--- config.mk ---
export PLATFORM = sky130hd
export DESIGN_NAME = ltssm_timeout_timer
export DESIGN_NICKNAME = d
export VERILOG_FILES = /design/src/rtl/ltssm_pkg.sv /design/src/rtl/ms_tick_gen.sv /design/src/rtl/ltssm_timeout_timer.sv
export SDC_FILE = /design/constraint.sdc
export NUM_CORES = 1
export LEC_CHECK = 0
export CELL_PAD_IN_SITES_DETAIL_PLACEMENT = 1
export CELL_PAD_IN_SITES_GLOBAL_PLACEMENT = 1
export CORE_MARGIN = 8
export CORE_UTILIZATION = 45
export CTS_CLUSTER_SIZE = 25
export DETAILED_ROUTE_END_ITERATION = 16
export DONT_BUFFER_PORTS = 1
export GPL_TIMING_DRIVEN = 0
export HOLD_SLACK_MARGIN = 0.08
export PLACE_DENSITY_LB_ADDON = 0.1
export SYNTH_ARGS = -nofsm -noshare
export SYNTH_HDL_FRONTEND = slang
export SYNTH_SLANG_ARGS = --single-unit
--- constraint.sdc ---
create_clock -name clk -period 2.2 [get_ports clk]
set_input_delay 0.44 -clock clk [delete_from_list [all_inputs] [get_ports clk]]
set_output_delay 0.44 -clock clk [all_outputs]
set_load 0.05 [all_outputs]
--- src/rtl/ltssm_pkg.sv ---
// ltssm_pkg: timer codes, code-to-ms lookup and substate encodings shared across the LTSSM
package ltssm_pkg;
  localparam logic [5:0] TMR_OFF  = 6'd0;
  localparam logic [5:0] TMR_2MS  = 6'd1;
  localparam logic [5:0] TMR_12MS = 6'd2;
  localparam logic [5:0] TMR_24MS = 6'd3;
  localparam logic [5:0] TMR_48MS = 6'd4;
  localparam logic [5:0] TMR_1MS  = 6'd5;
  typedef enum logic [1:0] {IDLE, RUN, EXPIRED} tmr_state_e;
  typedef enum logic [3:0] {
    DETECT_QUIET, DETECT_ACTIVE, POLLING_ACTIVE, POLLING_CONFIG,
    CONFIG_LINKWIDTH, CONFIG_IDLE, L0, RECOVERY
  } ltssm_substate_e;
  // zero means disarmed or reserved; callers tell those apart by the code itself
  function automatic logic [5:0] code_to_ms(input logic [5:0] code);
    return code == TMR_2MS  ? 6'd2  :
           code == TMR_12MS ? 6'd12 :
           code == TMR_24MS ? 6'd24 :
           code == TMR_48MS ? 6'd48 :
           code == TMR_1MS  ? 6'd1  : 6'd0;
  endfunction
endpackage

--- src/rtl/ms_tick_gen.sv ---
// ms_tick_gen: cycle prescaler emitting a one-cycle tick every CPM enabled cycles
module ms_tick_gen #(
  parameter int CPM = 1000000
) (
  input  logic clk,
  input  logic reset,
  input  logic clr_i,
  input  logic en_i,
  output logic tick_o
);
  localparam int PW = CPM > 1 ? $clog2(CPM) : 1;
  localparam logic [PW-1:0] LAST = PW'(CPM - 1);
  logic [PW-1:0] cnt_q, cnt_d;
  assign tick_o = en_i & ~clr_i & (cnt_q == LAST);
  always_comb begin
    cnt_d = clr_i ? '0 : tick_o ? '0 : en_i ? cnt_q + 1'b1 : cnt_q;
  end
  always_ff @(posedge clk) begin
    if (!reset) cnt_q <= '0;
    else        cnt_q <= cnt_d;
  end
endmodule

--- src/rtl/ltssm_timeout_timer.sv ---
// ltssm_timeout_timer: programmable ms timeout for the RX LTSSM; LTSSM_TIMER_SCALE_EN selects SIM_CYCLES_PER_MS
module ltssm_timeout_timer
  import ltssm_pkg::*;
#(
  parameter int CYCLES_PER_MS     = 1000000,
  parameter int SIM_CYCLES_PER_MS = 4,
  parameter int MS_W              = 6
) (
  input  logic       clk,
  input  logic       reset,
  input  logic [5:0] setTimer,
  input  logic       enableTimer,
  input  logic       resetTimer,
  output logic       timeOut,
  output logic       timerBusy,
  output logic       timerCodeErr
);
`ifdef LTSSM_TIMER_SCALE_EN
  localparam bit SCALE = 1'b1;
`else
  localparam bit SCALE = 1'b0;
`endif
  localparam int CPM = SCALE ? SIM_CYCLES_PER_MS : CYCLES_PER_MS;
  tmr_state_e      state_q, state_d;
  logic [MS_W-1:0] limit_q, limit_d, ms_q, ms_d, ms_inc;
  logic            to_q, to_d, busy_q, busy_d, err_q, err_d;
  logic            tick;
  ms_tick_gen #(.CPM(CPM)) u_tick (
    .clk   (clk),
    .reset (reset),
    .clr_i (resetTimer | (state_q != RUN)),
    .en_i  (enableTimer),
    .tick_o(tick)
  );
  always_comb begin
    state_d = state_q;
    limit_d = limit_q;
    ms_d    = ms_q;
    to_d    = to_q;
    busy_d  = busy_q;
    err_d   = err_q;
    ms_inc  = ms_q + 1'b1;
    if (resetTimer) begin
      state_d = IDLE;
      limit_d = '0;
      ms_d    = '0;
      to_d    = 1'b0;
      busy_d  = 1'b0;
      err_d   = 1'b0;
    end else if (state_q == IDLE && enableTimer) begin
      if (code_to_ms(setTimer) != 6'd0) begin
        limit_d = MS_W'(code_to_ms(setTimer));
        state_d = RUN;
        busy_d  = 1'b1;
      end
      err_d = err_q | (setTimer > TMR_1MS);
    end else if (state_q == RUN && tick) begin
      ms_d = ms_inc;
      if (ms_inc == limit_q) begin
        state_d = EXPIRED;
        to_d    = 1'b1;
        busy_d  = 1'b0;
      end
    end
  end
  always_ff @(posedge clk) begin
    if (!reset) begin
      state_q <= IDLE;
      limit_q <= '0;
      ms_q    <= '0;
      to_q    <= 1'b0;
      busy_q  <= 1'b0;
      err_q   <= 1'b0;
    end else begin
      state_q <= state_d;
      limit_q <= limit_d;
      ms_q    <= ms_d;
      to_q    <= to_d;
      busy_q  <= busy_d;
      err_q   <= err_d;
    end
  end
  assign timeOut      = to_q;
  assign timerBusy    = busy_q;
  assign timerCodeErr = err_q;
endmodule

==> out/metrics.csv, run 1 <==
stage,metric,value,unit
timing,fmax,488,MHz
final_layout,post-route-util,0.502,
synth,ys_seq_area_frac,0.404,
die,die_area,0.00623,mm2
die,num_io_pins,13,
synth,syn_area,0.00178,mm2
synth,yosys.area_share.simple,0.326,
power_and_ir_drop,power_frac_seq,0.519,
synth,async_flop_share,0,
synth,yosys.area_share.adder,0.0140,
synth,syn_avg_cell_area,8.41,um2
grt,grt_first_pass_wirelength,7220,um
final_layout,drive_gt1_frac,0.0818,
final_layout,fin_nets,231,
timing,maxSlewViolCount,0,
placed_design,numPortBuffers,0,
die,initial_core_util,0.456,
timing,fin_crit_sh,0.932,
final_layout,antenna_cells,0,
timing,rsz0062_at_grt,false,
power_and_ir_drop,peakVddDrop,0.413,mV
die,dieWidth,78.9,um
drt,drc,0,
timing,hold_viol,0,
clock_tree,clk_path_buf_depth,2,
synth,synth.largest_area_cell,dfxtp_1,
clock_tree,cts_hold_buf,0,
synth,yosysWarningCount,0,
drt,firstDrtPassIters,4,
clock_tree,cts_max_level,2,
grt,grt_max_degree,12,
synth,muxShareOfSynthArea,0.0112,
worst_setup_path,cp.arrival,2230,ps
synth,synth_compound_area_frac,0.0947,
die,die_h,78.9,um
synth,synthFlopType,dfxtp_1,
clock_tree,root_buffer,clkbuf_8,
power_and_ir_drop,p_int,1.00,mW
worst_setup_path,end_kind,flip-flop,
worst_setup_path,worst_ep_required_time,2380,ps
drt,drt-initial-drc-count,56,
synth,ys_ff_latch,36,
power_and_ir_drop,leakage,0.655,nW
drt,ant_nets,0,
grt,antenna_found_initial,0,
worst_setup_path,crit_chain,ha_1 > xor2_1 > a2111oi_0 > o2111ai_1 > nor4_2 > nor2_1,
synth,synth_top_family_by_area,simple AND/OR/NAND/NOR gates,
worst_setup_path,critPathMaxStageDelay,440,ps
grt,grtUsageTotal,0.147,
synth,synth_nets,224,
timing,fin_skew,11.3,ps
clock_tree,cts_sinks,36,
die,rows,23,
synth,synthTopCellsByArea,"dfxtp_1, nor2_1, xor2_1",
power_and_ir_drop,p_sw_frac,0.212,
worst_setup_path,criticalPathCategory,reg -> reg,
placed_design,globalplace.congestion,0.809,
run,cap_violations,0,
timing,final.min_clock_period,2050,ps
timing,max_slew_margin,0.608,
synth,synth-xor-area-share,0.133,
clock_tree,cts_made_buffers,5,
power_and_ir_drop,power.density,646,mW/mm2
run_status,outcome,"finished, final reports clean",
worst_setup_path,start_kind,flip-flop,
drt,viasPerCell,5.55,
final_layout,syn_to_final_growth,10.2,%
grt,grt_pass1_vias,1583,
power_and_ir_drop,power,1.27,mW
clock_tree,cts_setup_buffers,0,
drt,wirelength,4270,um
timing,layout_setup_ws,149,ps
worst_setup_path,cp_slowest_cell,nor4_2,
final_layout,num-fill-cells,493,
clock_tree,cts_tree,done,
timing,worst_pin_slew,587,ps
power_and_ir_drop,pwr-share-clk,0.455,
worst_hold_path,holdCritPathClass,in -> reg,
placed_design,dpl.hpwl,3190,um
drt,via_count,1498,
clock_tree,clk_latency,290,ps
power_and_ir_drop,combPwrFrac,0.026,
power_and_ir_drop,p_sw,0.268,mW
synth,synth_top_cell_area_share,0.404,
placed_design,place_ws,6.02,ps
worst_setup_path,crit_fanout,4,
clock_tree,path_clk_slew,80,ps
synth,syn_inst,212,
synth,synth_edf_count,0,
timing,setup_viol,0,
synth,ys_types,37,
timing,tns,0,ps
die,core_area,0.00391,mm2
drt,wl_per_cell,15.8,um
grt,grt.overflow.total,0,
-- layer usage --
| metal | part of all wire | vias up | global-route usage |
|---|---|---|---|
| met4 | 0.012 | 0 | 0.0519 |
| li1 | - | 749 | - |
| met5 | 0 | - | 0 |
| met2 | 0.55 | 8 | 0.283 |
| met3 | 0.024 | 6 | 0.0418 |
| met1 | 0.41 | 735 | 0.145 |
-- worst paths after layout --
| kind | from | to | slack [ps] | depth (start not counted) |
|---|---|---|---|---|
| setup / recovery | ms_q[0]$_SDFFE_PP0P_ | state_q[0]$_SDFFE_PP0P_ | 150 | 6 |
| hold / removal | setTimer[0] | limit_q[1]$_SDFFE_PP0P_ | 310 | 2 |
| setup reg to reg | ms_q[0]$_SDFFE_PP0P_ | state_q[0]$_SDFFE_PP0P_ | 150 | 6 |
| hold reg to reg | ms_q[5]$_SDFFE_PP0P_ | ms_q[5]$_SDFFE_PP0P_ | 510 | 2 |
-- layout make-up --
| cell class | count | area, um2 | area share |
|---|---|---|---|
| multi-input combinational | 169 | 1040 | 0.531 |
| sequential | 36 | 721 | 0.367 |
| clock buffer | 6 | 72.6 | 0.0369 |
| tap | 50 | 62.6 | 0.0318 |
| clock inverter | 2 | 35.0 | 0.0178 |
| buffer | 7 | 30.0 | 0.0153 |
-- cell usage after synthesis, drive strengths merged (2+ instances only) --
| cell type | instances |
|---|---|
| or3 | 5 |
| clkbuf | 4 |
| and3 | 3 |
| nor3b | 2 |
| and4 | 2 |
| xor2 | 14 |
| nor3 | 6 |
| o21ai | 11 |
| nor2 | 37 |
| a21o | 2 |
| nand2b | 4 |
| nor2b | 4 |
| mux2i | 2 |
| o21a | 3 |
| dfxtp | 36 |
| nand2 | 17 |
| and2 | 2 |
| nand3 | 14 |
| nand4 | 6 |
| a21oi | 9 |
| ha | 2 |
| buf | 3 |
| nor4 | 2 |
| xnor2 | 13 |
-- sequential cells by signal, summed over array words and instances (netlist names) --
register      flops
timeOut           1
timerCodeErr      1
u_tick.cnt_q     20
limit_q           6
state_q           2
ms_q              6
-- logic make-up (layout without fill, tap and decap cells) --
logic type / Yosys count / after routing
multiplexers: 2 / 2
XOR/XNOR: 27 / 27
AO/OA/AOI/OAI: 29 / 29
buffers and inverters: 7 / 15
AND/OR/NAND/NOR: 109 / 109
flip-flops: 36 / 36
adder cells (fa/ha/maj): 2 / 2
-- layout by cell type, fill, tap and decap left out, types with 3 or more instances in the layout --
cell	netlist	final
clkbuf_8	0	5
buf_2	3	3
nor2b_1	4	4
nor2_1	37	37
clkbuf_1	4	5
nand3_1	13	13
and3_1	3	3
xnor2_1	13	13
a21oi_1	9	9
nand2b_1	4	4
o21a_1	3	3
xor2_1	14	14
nor3_1	6	6
o21ai_0	11	11
nand2_1	17	17
nand4_1	5	5
dfxtp_1	36	36
or3_1	5	5
-- power by group through the flow --
stage	sequential, mW	combinational, mW	clock [mW]
final	0.658	0.0328	0.577
after global routing	0.658	0.0368	0.622
after CTS	0.658	0.0329	0.596
after detailed placement	0.673	0.0328	0
after global placement	0.673	0.0309	0
after floorplan	0.673	0.0249	0
-- critical path, delay by kind of cell, from the launching register on --
family          cells  cell delay, ps
compound gates      2             530
xor+xnor            1             170
fa+ha+maj           1             290
flops               1             420
simple gates        2             530
-- timing repair --
action                                 in CTS  in global routing
resized for setup                           1                  1
endpoints found under the hold margin       0                  0
setup endpoints to repair                   1                  1
-- stage by stage --
step           cell area (um2)  hold slack [ps]  std cells
2_1_floorplan             1780              461        212
3_3_place_gp              1850              477        262
3_5_place_dp              1850              496        262
4_1_cts                   1960              296        270
5_1_grt                   1960              309        270
6_report                  1960              310        270
Note: power is estimated with default switching activity, not from simulation.
==> inputs of run 2 (changes only) <==
CORE_UTILIZATION = 35   (was 45)
CTS_BUF_LIST = sky130_fd_sc_hd__clkbuf_16   (was not set)
==> out/metrics.csv, run 2 (synthesized netlist as in run 1, its figures left out) <==
stage,metric,value,unit,change
run_status,outcome,"finished, final reports clean",,unchanged
grt,grt_pass1_vias,1559,,was 1583
die,rows,26,,was 23
timing,worst_pin_slew,610,ps,was 587 ps
timing,rsz0062_at_grt,false,,unchanged
worst_hold_path,holdCritPathClass,in -> reg,,unchanged
run,cap_violations,0,,unchanged
clock_tree,cts_hold_buf,0,,unchanged
placed_design,globalplace.congestion,0.735,,was 0.809
clock_tree,clk_path_buf_depth,2,,unchanged
grt,grt.overflow.total,0,,unchanged
placed_design,placed_area,0.00187,mm2,was 0.00185 mm2
grt,grt_first_pass_wirelength,7360,um,was 7220 um
power_and_ir_drop,power.density,670,mW/mm2,was 646 mW/mm2
placed_design,place_ws,-117,ps,was 6.02 ps
die,num_io_pins,13,,unchanged
drt,drc,0,,unchanged
drt,drt-initial-drc-count,35,,was 56
power_and_ir_drop,pwr-share-clk,0.492,,was 0.455
clock_tree,cts_max_level,2,,unchanged
die,die_h,87.4,um,was 78.9 um
worst_setup_path,cp.arrival,2220,ps,was 2230 ps
final_layout,antenna_cells,0,,unchanged
power_and_ir_drop,p_int,1.08,mW,was 1.00 mW
final_layout,regMostFlops,u_tick.cnt_q,,unchanged
worst_setup_path,criticalPathCategory,reg -> reg,,unchanged
drt,ant_nets,0,,unchanged
power_and_ir_drop,peakVddDrop,0.343,mV,was 0.413 mV
grt,grt_use_met3,0.0406,,was 0.0418
timing,final.min_clock_period,2000,ps,was 2050 ps
power_and_ir_drop,power_frac_seq,0.484,,was 0.519
grt,grtUsageTotal,0.125,,was 0.147
drt,wl_per_cell,14.6,um,was 15.8 um
power_and_ir_drop,power,1.36,mW,was 1.27 mW
final_layout,layout_common_cells,"nor2_1, dfxtp_1, nand2_1, xor2_1",,unchanged
final_layout,reg_top3,"u_tick.cnt_q x20, limit_q x6, ms_q x6",,unchanged
final_layout,syn_to_final_growth,14.0,%,was 10.2%
clock_tree,cts_sinks,36,,unchanged
timing,fin_crit_sh,0.907,,was 0.932
clock_tree,cts_setup_buffers,0,,unchanged
grt,grt_max_degree,12,,unchanged
final_layout,fin_nets,231,,unchanged
placed_design,dp.cells,282,,was 262
final_layout,drive_gt1_frac,0.0773,,was 0.0818
power_and_ir_drop,p_sw_frac,0.210,,was 0.212
timing,setup_viol,0,,unchanged
die,die_area,0.00763,mm2,was 0.00623 mm2
placed_design,dpl.hpwl,3180,um,was 3190 um
grt,grtUsageMet1,0.125,,was 0.145
drt,wirelength,4240,um,was 4270 um
timing,layout_setup_ws,205,ps,was 149 ps
power_and_ir_drop,combPwrFrac,0.024,,was 0.026
clock_tree,cts_made_buffers,5,,unchanged
drt,firstDrtPassIters,4,,unchanged
power_and_ir_drop,p_sw,0.286,mW,was 0.268 mW
power_and_ir_drop,leakage,0.667,nW,was 0.655 nW
worst_setup_path,worst_ep_required_time,2420,ps,was 2380 ps
timing,maxSlewViolCount,0,,unchanged
clock_tree,cts_tree,done,,unchanged
worst_setup_path,cp_slowest_cell,dfxtp_1,,was nor4_2
final_layout,largest_register_ffs,20,,unchanged
drt,via_count,1469,,was 1498
grt,globalRoute.busiestLayer,met2,,unchanged
timing,fmax,501,MHz,was 488 MHz
worst_setup_path,crit_chain,ha_1 > nand2_1 > nor4_4 > nand3_4 > nor4_4 > o21a_1,,was ha_1 > xor2_1 > a2111oi_0 > o2111ai_1 > nor4_2 > nor2_1
clock_tree,root_buffer,clkbuf_16,,was clkbuf_8
timing,fin_skew,4.18,ps,was 11.3 ps
drt,viasPerCell,5.07,,was 5.55
die,dieWidth,87.4,um,was 78.9 um
grt,antenna_found_initial,0,,unchanged
final_layout,finalInstanceArea,0.00203,mm2,was 0.00196 mm2
worst_setup_path,start_kind,flip-flop,,unchanged
grt,met2_usage,0.230,,was 0.283
die,core_area,0.00501,mm2,was 0.00391 mm2
final_layout,final_common_cell,nor2_1,,unchanged
worst_setup_path,crit_fanout,9,,was 4
worst_setup_path,path_common_cell,nor4_4,,
die,initial_core_util,0.356,,was 0.456
timing,hold_viol,0,,unchanged
timing,max_slew_margin,0.590,,was 0.608
worst_setup_path,end_kind,flip-flop,,unchanged
placed_design,numPortBuffers,0,,unchanged
clock_tree,clk_latency,280,ps,was 290 ps
final_layout,fin_cells,290,,was 270
worst_setup_path,critPathMaxStageDelay,420,ps,was 440 ps
clock_tree,path_clk_slew,60,ps,was 80 ps
## run 2: worst max-delay path: cells and delay by family, from the launching register on
family	cells	cell delay, ps
adders and majority gates	1	240
AOI/OAI and AO/OA	1	150
and+or+nand+nor	4	1130
DFF	1	420
## run 2: area by class of cell
type	instances	area [um2]
Fill cell	633	2980
Sequential cell	36	721
Clock inverter	3	15.0
Clock buffer	5	125
Multi-Input combinational cell	169	1050
Tap cell	70	87.6
Buffer	7	30.0
## run 2: through the flow
step,utilization,TNS [ps],hold WS [ps]
after detailed placement,0.373,-332,490
after global routing,0.406,0,333
final,0.406,0,323
after floorplan,-,0,461
after CTS,0.403,0,315
after global placement,0.373,-2.75,481
## run 2: path summary, 6_finish.rpt
kind | slack [ps] | endpoint | start | depth (start not counted)
worst max-delay path | 200 | timeOut$_SDFFE_PP0P_ | u_tick.cnt_q[0]$_SDFFE_PP0P_ | 6
worst min-delay path | 320 | limit_q[1]$_SDFFE_PP0P_ | setTimer[0] | 2
worst max register to register | 200 | timeOut$_SDFFE_PP0P_ | u_tick.cnt_q[0]$_SDFFE_PP0P_ | 6
worst min register to register | 490 | limit_q[1]$_SDFFE_PP0P_ | limit_q[1]$_SDFFE_PP0P_ | 2
## run 2: power by group through the flow
stage          Clock, mW  Sequential [mW]  Combinational, mW
2_1_floorplan          0            0.673             0.0249
3_3_place_gp           0            0.673             0.0309
3_5_place_dp           0            0.673             0.0327
4_1_cts            0.697            0.659             0.0327
5_1_grt            0.721            0.659             0.0373
6_report           0.669            0.659             0.0323
## run 2: what timing repair did
action                                 4_1_cts  5_1_grt
setup endpoints to repair                    3        5
pin swaps                                    0        1
resized for setup                            1        3
endpoints found under the hold margin        0        0
## run 2: per-layer routing
metal,up-vias,share of wire
li1,743,-
met1,703,0.42
met2,16,0.52
met3,7,0.044
met4,0,0.017
met5,-,0
==> RTL change 1 (config.mk and constraints of run 2) <==
`CYCLES_PER_MS`: 1000000 -> 2000000.
--- a/src/rtl/ltssm_timeout_timer.sv
+++ b/src/rtl/ltssm_timeout_timer.sv
@@ -3,5 +3,5 @@
   import ltssm_pkg::*;
 #(
-  parameter int CYCLES_PER_MS     = 1000000,
+  parameter int CYCLES_PER_MS     = 2000000,
   parameter int SIM_CYCLES_PER_MS = 4,
   parameter int MS_W              = 6
Behaviour: same outputs for any inputs over 10 cycles, from zero or initial values; that may be too few to reach the edited logic, so the function may still have changed.
==> RTL change 1 against run 2 <==
  * Sequential power rose by 3%
  * Synthesized area rose by 4.8%
  * Final area rose by 3.9%
  * Worst hold slack got worse by 32 ps
  * Highest routed layer unchanged
  * Largest power group is now sequential cells
  * Critical path type unchanged
  * Maximum frequency rose by 0.82%
  * Power rose by 1.3%
  * Routed wire length fell by 0.19%
  * Sequential cell count rose by 1
  * Setup slack improved by 16 ps
==> RTL change 1: results (changes against run 2) <==
* Total placed instance area: 0.001957 sq mm (+4.6%)
- Clk tree area frac: 0.06520 (-0.003761)
* Die area: 0.007935 sq mm (+3.9%)
- The mean instance size in the synthesized netlist is 8.308 sq um (-1.2%).
- The final worst clock skew is 2.833 ps (-1.348 ps).
- The cell sitting at the root of the clock tree is a sky130_fd_sc_hd__clkbuf_16.
- By area the synthesized netlist is led by sky130_fd_sc_hd__dfxtp_1 40%, sky130_fd_sc_hd__nor2_1 7.0%, sky130_fd_sc_hd__xnor2_1 7.0%.
- Starting DRC count in detailed routing: 43 (+23%)
* Total power per unit cell area: 653.2 mW/mm^2 (-2.5%)
- Area used by multi-input combinational logic: 0.001072 sq mm (+1.8%)
- Aggregate routed wire length: 4230 um (-0.19%)
- The number of inverters outside the clock class in the layout is 7 (+7).
* Synth unique cells: 38 (+2.7%)
- HPWL Detailed: 3241 um (+2.0%)
- Multi-input comb cells: 173 (+2.4%)
- Largest registers: u_tick.cnt_q x21, limit_q x6, ms_q x6
- Placed cell count: 295 (+4.6%)
* Placer Congestion: 0.7618 (+3.7%)
* Run status: completed
- Flip-flop and latch share of the layout cell area: 0.3527 (-0.001982)
* Area used by sequential logic in the layout: 744.5 sq um (+3.3%)
- Leak pwr: 0.6734 nW (+0.95%)
- Tracing the worst setup path back leads to its startpoint at state_q[0].
- Global Route Usage Sum: 0.1193 (-0.005701)
- Share of cells above drive strength 1: 0.09483 (+0.01755)
- The critical path data arrival time came to 2200 ps (-20 ps).
- Slowest-stage cell, CP: sky130_fd_sc_hd__dfxtp_4
- The sequential-cell power consumption came to 676 uW (+3%).
- The final-layout fill cell count was 646 (+2.1%).
* Mapped Nets: 237 (+5.8%)
- The sequential cell area fraction in the yosys report came to 0.3963 (-0.007959).
- Vias per cell: 5.113 (+0.93%)
- Top cells by instance count after synthesis: 37 x sky130_fd_sc_hd__dfxtp_1, 35 x sky130_fd_sc_hd__nor2_1, 15 x sky130_fd_sc_hd__xnor2_1
- Worst ir drop on vdd: 0.0003049 V (-11%)
- Worst max-slew margin expressed relative to the limit: 0.5969 (+0.006638)
## RTL change 1: layer usage
layer	GRT usage	part of all wire	vias to the layer above
li1	-	-	801
met1	0.1413	0.48	732
met2	0.2040	0.49	6
met3	0.02665	0.021	5
met4	0.04532	0.0087	0
met5	0	0	-
## RTL change 1: final timing paths
| path | slack [ps] | depth (start not counted) | to |
|---|---|---|---|
| worst min-delay path | 290 | 1 | limit_q[4] |
| worst max-delay path | 220 | 6 | timeOut |
| worst max register to register | 220 | 6 | timeOut |
| worst min register to register | 490 | 2 | limit_q[1] |
## RTL change 1: cell families after synthesis
group | synth area share
multiplexers | 0.01071
AO/OA/AOI/OAI | 0.1017
adder cells (fa/ha/maj) | 0.01338
flip-flops | 0.3963
buffers and inverters | 0.03949
AND/OR/NAND/NOR | 0.3072
XOR/XNOR | 0.1312
## RTL change 1: timing repair
item                                    CTS  global route
endpoints found under the setup margin   24            14
gates resized for setup                   2             4
hold buffers                              0             0
==> RTL change 2 (flow settings as in run 2) <==
Made on the original files. `ms_q` no longer has a reset.
--- a/src/rtl/ltssm_timeout_timer.sv
+++ b/src/rtl/ltssm_timeout_timer.sv
@@ -68,5 +68,4 @@
       state_q <= IDLE;
       limit_q <= '0;
-      ms_q    <= '0;
       to_q    <= 1'b0;
       busy_q  <= 1'b0;
@@ -75,9 +74,12 @@
       state_q <= state_d;
       limit_q <= limit_d;
-      ms_q    <= ms_d;
       to_q    <= to_d;
       busy_q  <= busy_d;
       err_q   <= err_d;
     end
+  end
+
+  always_ff @(posedge clk) begin
+    ms_q <= ms_d;
   end
   assign timeOut      = to_q;
Formal check against the unedited RTL: no difference found for any inputs over 10 cycles, from zero or initial values and one cycle with resetTimer high; that may be too few to reach the edited logic, so the function may still have changed.
==> RTL change 2 against run 2 <==
  * Sequential cell count unchanged
  * First-iteration DRC count grew 8.6%
  * Setup slack better by 50 ps
  * Sequential share of layout area is 0.18 points higher
  * Non-clock buffer count stayed put
  * Global-route usage decreased by 0.84 points
  * Routed wire length shrank 5.9%
  * Power is 0.99% lower
  * Clock power decreased by 2%
  * Synthesized area rose by 0.42%
  * Final area decreased by 0.49%
  * Worst hold slack got worse by 4.6 ps
  * Via count up 0.82%
==> RTL change 2: results (changes against run 2) <==
- The run finished with clean final reports.
- The number of different library cells in the post-synthesis netlist was 38 (+2.7%).
- The weighted congestion at the end of routability-driven global placement came to 0.7658 (+4.2%).
- The placed wire-length estimate is 3050 um (-4.1%).
* Leak pwr: 0.6506 nW (-2.5%)
- Fraction of power spent switching nets: 0.2049 (-0.004994)
* Top cells by instance count after synthesis: 36 x sky130_fd_sc_hd__dfxtp_1, 36 x sky130_fd_sc_hd__nor2_1, 17 x sky130_fd_sc_hd__nand2_1
* Aggregate routed wire length: 3989 um (-5.9%)
* Avg Cell Area, Syn: 8.446 sq um (+0.42%)
- Class of the worst hold path: input port to flip-flop
- The sequential cell area fraction in the yosys report is 0.4025 (-0.001695).
* Met2 routing resource usage after global routing: 0.2149 (-0.01515)
- The startpoint identified for the worst hold timing path is setTimer[0].
- The met3 capacity usage during global routing was 0.02830 (-0.01226).
- The per-cell via count in the routed design was 5.107 (+0.82%).
- Reg2Reg Setup Slack: 250 ps (+50 ps)
- The parity-gate share of the synthesized area counting xor and xnor cells came to 0.1370 (+0.004336).
- Worst max-slew margin expressed relative to the limit: 0.6015 (+0.01125)
* Post-Synth Adder-Cell Area: 0.01398 (-0.00005885)
- Antenna violations before repair: 0 (unchanged)
- Clock skew after layout: 3.029 ps (-1.152 ps)
- The setup slack after placement is -55.05 ps (+61.51 ps).
- The count of nets after finishing was 231 (unchanged).
- The maximum level of the CTS H-tree was 2 (unchanged).
- The count of TritonRoute iterations in the first routing pass was 4 (unchanged).
- Placed cell count: 282 (unchanged)
* Share of cells above drive strength 1: 0.06364 (-0.01364)
* Global Route Usage Sum: 0.1166 (-0.008364)
- Top cells by area, synth: sky130_fd_sc_hd__dfxtp_1 40%, sky130_fd_sc_hd__nor2_1 7.5%, sky130_fd_sc_hd__xnor2_1 6.8%
- The net count after synthesis came to 224 (unchanged).
- The post-synthesis compound-gate area fraction is 0.09434 (-0.0003972).
* Total placed instance area: 0.001878 sq mm (+0.40%)
- Reg2reg path depth: 5 (-1)
- In this run the clock root is driven by a sky130_fd_sc_hd__clkbuf_16.
- The number of buffers created by CTS was 5 (unchanged).
- Largest registers: u_tick.cnt_q x20, limit_q x6, ms_q x6
* Fraction of registers with async set or reset after synthesis: 0 (unchanged)
* Worst ir drop on vdd: 0.0004732 V (+38%)
- The average wire per standard cell came to 13.76 um (-5.9%).
- Pin count of the biggest net entering global routing: 11 (-1)
- Starting DRC count in detailed routing: 38 (+8.6%)
- The global routing met1 resource utilization is 0.1218 (-0.003512).
- Biggest fanout along the worst timing path: 9 (unchanged)
- The maximum buffer depth of the clock tree came to 2 (unchanged).
- The worst register-to-register path begins at u_tick.cnt_q[12].
- The antenna diode count is 0 (unchanged).
- The number of global-route vias before repair came to 1,485 (-4.7%).
- Arr. time, crit path: 2170 ps (-50 ps)
* Share of cell area taken by muxes after synthesis: 0.01118 (-0.00004708)
- The warning count from the yosys run is 0 (unchanged).
- The first-pass GRT wire length is 6934 um (-5.8%).
- The quantity of I/O buffers inserted on ports is 0 (unchanged).
-- RTL change 2: how the worst max path moves through the flow --
stage / from / to / slack (ps) / cells past startpoint
CTS: ms_q[0] / timeOut / 60 / 6
global placement: enableTimer / u_tick.cnt_q[19] / -40 / 6
finish: u_tick.cnt_q[12] / timeOut / 250 / 5
floorplan: enableTimer / ms_q[4] / 310 / 6
detailed placement: enableTimer / u_tick.cnt_q[13] / -60 / 6
global route: ms_q[0] / timeOut / 100 / 6
-- RTL change 2: final cells by class --
type	count	area [sq um]
Sequential cell	36	720.7
Clock inverter	3	11.26
Clock buffer	5	125.1
Multi-Input combinational cell	168	1044
Fill cell	633	2988
Inverter	1	3.754
Tap cell	70	87.58
Buffer	7	30.03
-- RTL change 2: layer usage --
| metal | share of wire | up-vias |
|---|---|---|
| met3 | 0.033 | 6 |
| met2 | 0.52 | 15 |
| met4 | 0.016 | 0 |
| met1 | 0.43 | 712 |
| li1 | - | 748 |
| met5 | 0 | - |
-- RTL change 2: logic make-up (layout without fill, tap and decap cells) --
logic type / after synthesis / in the layout
adders and majority gates: 2 / 2
DFF: 36 / 36
muxes: 2 / 2
buffers and inverters: 8 / 16
and+or+nand+nor: 107 / 107
xor gates and xnor gates: 28 / 28
AOI/OAI and AO/OA: 29 / 29
-- RTL change 2: what timing repair did --
item,CTS,global route
endpoints found under the hold margin,0,0
setup endpoints to repair,0,5
setup buffers,0,0
resized for setup,0,2
hold buffers,0,0
-- RTL change 2: power by group through the flow --
stage               sequential (mW)  clock [mW]  combinational (mW)
floorplan                     0.673           0              0.0250
global placement              0.673           0              0.0310
detailed placement            0.673           0              0.0319
CTS                           0.659       0.679              0.0323
global route                  0.659       0.709              0.0358
finish                        0.659       0.656              0.0321
-- RTL change 2: through the flow --
| step | util | setup TNS [ps] | hold WS [ps] |
|---|---|---|---|
| 6_report | 0.4036 | 0 | 318.6 |
| 5_1_grt | 0.4036 | 0 | 321.6 |
| 4_1_cts | 0.4021 | 0 | 315.2 |
| 3_5_place_dp | 0.3749 | -156.1 | 490.2 |
| 3_3_place_gp | 0.3749 | -135.6 | 485.2 |
| 2_1_floorplan | - | 0 | 461.0 |
-- RTL change 2: critical path, cell delays in order, from the launching register on --
cell,delay (ps)
sky130_fd_sc_hd__dfxtp_1,330
sky130_fd_sc_hd__or4b_4,550
sky130_fd_sc_hd__nor4_4,250
sky130_fd_sc_hd__nand3_4,170
sky130_fd_sc_hd__nor4_2,430
sky130_fd_sc_hd__o21a_1,150
